$ cat config.mk
export PLATFORM = sky130hd
export DESIGN_NAME = systolic_sorter
export DESIGN_NICKNAME = d
export VERILOG_FILES = /design/src/rtl/sys_sorter_pkg.sv /design/src/rtl/sort_cell.sv /design/src/rtl/systolic_sorter.sv
export SDC_FILE = /design/constraint.sdc
export NUM_CORES = 2
export LEC_CHECK = 0
export CAP_MARGIN = 20
export CORE_ASPECT_RATIO = 0.7
export CORE_MARGIN = 5
export CORE_UTILIZATION = 30
export CTS_CLUSTER_SIZE = 24
export DETAILED_ROUTE_END_ITERATION = 12
export DONT_BUFFER_PORTS = 1
export GPL_TIMING_DRIVEN = 0
export PLACE_DENSITY_LB_ADDON = 0.1
export SYNTH_ARGS = -nofsm -noshare
export SYNTH_HDL_FRONTEND = slang
export SYNTH_HIERARCHICAL = 1
export SYNTH_SLANG_ARGS = --single-unit
$ cat constraint.sdc
create_clock -name clk -period 2.5 [get_ports clk]
set_input_delay 0.5 -clock clk [delete_from_list [all_inputs] [get_ports clk]]
set_output_delay 0.5 -clock clk [all_outputs]
set_load 0.05 [all_outputs]
$ cat src/rtl/sys_sorter_pkg.sv
// Shared types and key ordering for the systolic sorter.
// SYS_SORTER_DESCEND_EN selects largest-first ordering.
package sys_sorter_pkg;

  typedef enum logic [1:0] {
    IDLE,
    LOAD,
    DRAIN,
    READ
  } state_t;

`ifdef SYS_SORTER_DESCEND_EN
  localparam bit DESCEND = 1'b1;
`else
  localparam bit DESCEND = 1'b0;
`endif

  // Strict ordering only: ties never displace a resident key.
  function automatic logic precedes(
    input logic lt,
    input logic gt
  );
    return DESCEND ? gt : lt;
  endfunction

endpackage

$ cat src/rtl/sort_cell.sv
// One compare/store/pass cell of the systolic sorter.
// Ordering follows SYS_SORTER_DESCEND_EN via sys_sorter_pkg.
module sort_cell
  import sys_sorter_pkg::*;
#(
  parameter int WIDTH = 32
) (
  input  logic             clk,
  input  logic             reset,
  input  logic [WIDTH-1:0] x_in,
  input  logic             xv_in,
  input  logic             shift,
  input  logic [WIDTH-1:0] shift_key,
  input  logic             shift_occ,
  output logic [WIDTH-1:0] key,
  output logic             occ,
  output logic [WIDTH-1:0] x,
  output logic             xv
);

  logic take;

  assign take = occ && precedes(x_in < key, x_in > key);

  // Insert, swap or forward an arriving key; shift toward cell 0 on readout.
  always_ff @(posedge clk or negedge reset) begin
    if (!reset) begin
      key <= '0;
      occ <= 1'b0;
      x   <= '0;
      xv  <= 1'b0;
    end else if (shift) begin
      key <= shift_key;
      occ <= shift_occ;
      xv  <= 1'b0;
    end else begin
      xv <= 1'b0;
      if (xv_in) begin
        unique case (1'b1)
          !occ: begin
            key <= x_in;
            occ <= 1'b1;
          end
          take: begin
            key <= x_in;
            x   <= key;
            xv  <= 1'b1;
          end
          default: begin
            x  <= x_in;
            xv <= 1'b1;
          end
        endcase
      end
    end
  end

endmodule

$ cat src/rtl/systolic_sorter.sv
// Linear systolic insertion sorter with flush-triggered readout.
// Define SYS_SORTER_DESCEND_EN for largest-first output.
module systolic_sorter
  import sys_sorter_pkg::*;
#(
  parameter int WIDTH = 32,
  parameter int DEPTH = 8,
  parameter int CNTW  = $clog2(DEPTH + 1)
) (
  input  logic             clk,
  input  logic             reset,
  input  logic             in_valid,
  input  logic [WIDTH-1:0] in_data,
  output logic             in_ready,
  input  logic             flush,
  output logic             out_valid,
  output logic [WIDTH-1:0] out_data,
  input  logic             out_ready,
  output logic [CNTW-1:0]  count,
  output logic             busy
);

  state_t state;

  logic [WIDTH-1:0] key  [DEPTH];
  logic [WIDTH-1:0] xd   [DEPTH];
  logic [WIDTH-1:0] xin  [DEPTH];
  logic [WIDTH-1:0] shk  [DEPTH];
  logic [DEPTH-1:0] occ;
  logic [DEPTH-1:0] xv;
  logic [DEPTH-1:0] xvin;
  logic [DEPTH-1:0] sho;

  logic accept;
  logic take;

  assign in_ready = (state == IDLE || state == LOAD)
                  && (count < CNTW'(DEPTH));
  assign accept   = in_valid && in_ready;
  assign out_valid = (state == READ) && occ[0];
  assign out_data  = (state == READ) ? key[0] : '0;
  assign take     = out_valid && out_ready;
  assign busy     = (state == DRAIN) || (state == READ);

  for (genvar i = 0; i < DEPTH; i++) begin : g_cell
    if (i == 0) begin : g_head
      assign xin[i]  = in_data;
      assign xvin[i] = accept;
    end else begin : g_body
      assign xin[i]  = xd[i-1];
      assign xvin[i] = xv[i-1];
    end

    if (i == DEPTH - 1) begin : g_tail
      assign shk[i] = '0;
      assign sho[i] = 1'b0;
    end else begin : g_next
      assign shk[i] = key[i+1];
      assign sho[i] = occ[i+1];
    end

    sort_cell #(
      .WIDTH(WIDTH)
    ) u_cell (
      .clk      (clk),
      .reset    (reset),
      .x_in     (xin[i]),
      .xv_in    (xvin[i]),
      .shift    (take),
      .shift_key(shk[i]),
      .shift_occ(sho[i]),
      .key      (key[i]),
      .occ      (occ[i]),
      .x        (xd[i]),
      .xv       (xv[i])
    );
  end

  // Batch sequencing and held-key count, including keys still in flight.
  always_ff @(posedge clk or negedge reset) begin
    if (!reset) begin
      state <= IDLE;
      count <= '0;
    end else begin
      unique case (state)
        IDLE:  if (accept) state <= LOAD;
        LOAD:  if (flush) state <= DRAIN;
        DRAIN: if (xv == '0) state <= READ;
        READ:  if (take && count == CNTW'(1)) state <= IDLE;
        default: state <= IDLE;
      endcase
      unique case (1'b1)
        accept:  count <= count + CNTW'(1);
        take:    count <= count - CNTW'(1);
        default: ;
      endcase
    end
  end

endmodule

==> results.toml <==
[run_status]
outcome = "finished, violations left"
violations = "hold timing, slew limit, setup timing"

[clocking]
cts_buffers = 58
cts.clk_slew.worst_paths_ns = 0.06
cts_tree = "yes"
clock_path_buffers = 3
clock_latency_ns = 0.64
ctsHoldBuffers = 32
htree_num_levels = 2
root_buffer = "clkbuf_16"
clock_sinks = 502

[critical_path]
reg2reg_slack_ns = -0.24
cp-start-kind = "flip-flop"
end_kind = "flip-flop"
r2r-start = "g_cell[3].u_cell/x[5]"
critPathCapture = "g_cell[4].u_cell/key[18]"
worstPathRequired_ns = 3.02
crit_fanout = 7
r2r_end = "g_cell[4].u_cell/key[18]"
startpoint = "g_cell[3].u_cell/x[5]"
crit_arrival_ns = 3.26
crit_type = "reg2reg"
r2r_cells = 9

[detailed_routing]
drt_pass1_iterations = 5
routed-via-count = 26500
drc = 0
wl_per_cell_microns = 19.9
antenna_left = 0
dr.first_iter.drc_count = 1773
via_per_inst = 5.01
routed_wl_mm = 105

[floorplanning]
die_y_microns = 275
die_area_sq_um = 107000
rows = 97
initial_core_util = 0.301
die_w_microns = 389
io-pin-count = 76
coreArea_sq_um = 99900

[run]
drv_cap = 0

[cells_and_area]
nets = 4204
instances_no_fill = 5293
drive_above_1_share = 0.347
syn_to_final_growth_pct = 40.7
final_area_sq_um = 42400

[timing]
fin_crit_ns = 2.74
fmax_ghz = 0.365
slew_violations = 132
slew_headroom = -0.113
period_share = 1.09
finalHoldViolCount = 502
rsz0062_at_grt = "yes"
setup_viol = 473
finClkSkew_ns = 0.0125
final.setup.tns_ns = -47.95
hold_ws_ns = -0.420
worstMarginPinSlew_ns = 1.67
worst_slack_ns = -0.237

[placement]
placed_area_sq_um = 31900
gp_congestion = 0.774
io_buffers = 0
place_inst = 4738
hpwl_mm = 71.4

[global_route]
grt_max_degree = 503
antenna_found_initial = 1
grt-ovfl-total = 0
grt_pass1_wl_mm = 157
grt_pass1_vias = 25800
track_usage = 0.185

[synth]
synth.cell_area_sq_um = 30100
ys_warn_count = 6
synthCells = 3370
syn_area_per_cell_sq_um = 8.93

[pwr]
p_leak_nw = 18.6
vdd_ir_drop_max_mv = 0.704
p_total_mw = 69.3
power_density_nw_per_um2 = 1630

[min_path]
hold_class = "in2async"
[routing by layer]
layer | track usage | vias to the layer above | part of all wire
met5 | 0 | - | 0
met1 | 0.318 | 13200 | 0.58
met3 | 0.0293 | 69 | 0.050
li1 | - | 12800 | -
met2 | 0.236 | 437 | 0.36
met4 | 0.0269 | 0 | 0.0099
[flip-flops by register name (all words and copies together), names as in the netlist]
register and flops:
g_cell.u_cell/xv 8, g_cell.u_cell/occ 8, g_cell.u_cell/key 256, g_cell.u_cell/x 224
state 2, count 4
[cell usage in the layout, fill, tap and decap left out, types with 53 or more instances in the layout]
| cell | n |
|---|---|
| dfrtp_1 | 480 |
| clkbuf_16 | 95 |
| nand2_1 | 327 |
| ha_1 | 206 |
| a31oi_1 | 214 |
| a21oi_1 | 61 |
| mux2i_1 | 255 |
| clkbuf_2 | 53 |
| buf_6 | 75 |
| inv_1 | 241 |
| o21ai_2 | 178 |
| nand2_2 | 175 |
| buf_4 | 323 |
| nand3_1 | 240 |
| nor2_1 | 257 |
| o21ai_1 | 74 |
[power breakdown]
part           switching (mW)  total (mW)  internal (mW)  leakage [nW]
clock                    3.68        8.84           5.15         0.954
combinational            24.0        44.7           20.7          11.3
sequential               3.97        15.7           11.7          6.28
[worst max-delay path: stages (launching register included)]
cell and delay, ns:
dfrtp_1 0.43, ha_4 0.29, nand2_2 0.05, or3_4 0.37, o221ai_4 0.30, a31oi_4 0.21, o211ai_4 0.30, and2_4 0.38
clkbuf_16 0.22, o21ai_2 0.05
[how the worst min path moves through the flow]
| stage | startpoint | to | slack (ns) | cells after the start |
|---|---|---|---|---|
| final | reset | g_cell[0].u_cell/key[23] | -0.42 | 0 |
| after global routing | reset | g_cell[0].u_cell/key[24] | -0.46 | 0 |
| after CTS | reset | g_cell[0].u_cell/key[25] | -0.48 | 0 |
| after detailed placement | reset | g_cell[0].u_cell/key[25] | 0.22 | 0 |
| after global placement | reset | g_cell[0].u_cell/key[25] | 0.22 | 0 |
| after floorplan | reset | count[0] | 0.20 | 0 |
[area by class of cell]
class	instances	area [sq um]
sequential	502	12600
clock inverter	9	95.1
antenna	2	5.00
multi-input combinational	2435	18600
clock buffer	94	1830
timing repair buffer	456	4620
fill	9804	57500
buffer	195	1910
inverter	264	1020
tap	1336	1670
[metrics by stage]
stage          setup WS [ns]  utilization
2_1_floorplan         0.0756            -
3_3_place_gp           -1.21        0.319
3_5_place_dp           -1.20        0.319
4_1_cts              -0.0842        0.389
5_1_grt               -0.263        0.424
6_report              -0.237        0.424
[repair_timing]
action                                  4_1_cts  5_1_grt
endpoints found under the setup margin      525      510
cloned                                       19       34
endpoints found under the hold margin       536      502
resized for setup                           586      553
setup buffers                               278       99
pin swaps                                   139      458
No activity file was read; power rests on OpenSTA's default activity.
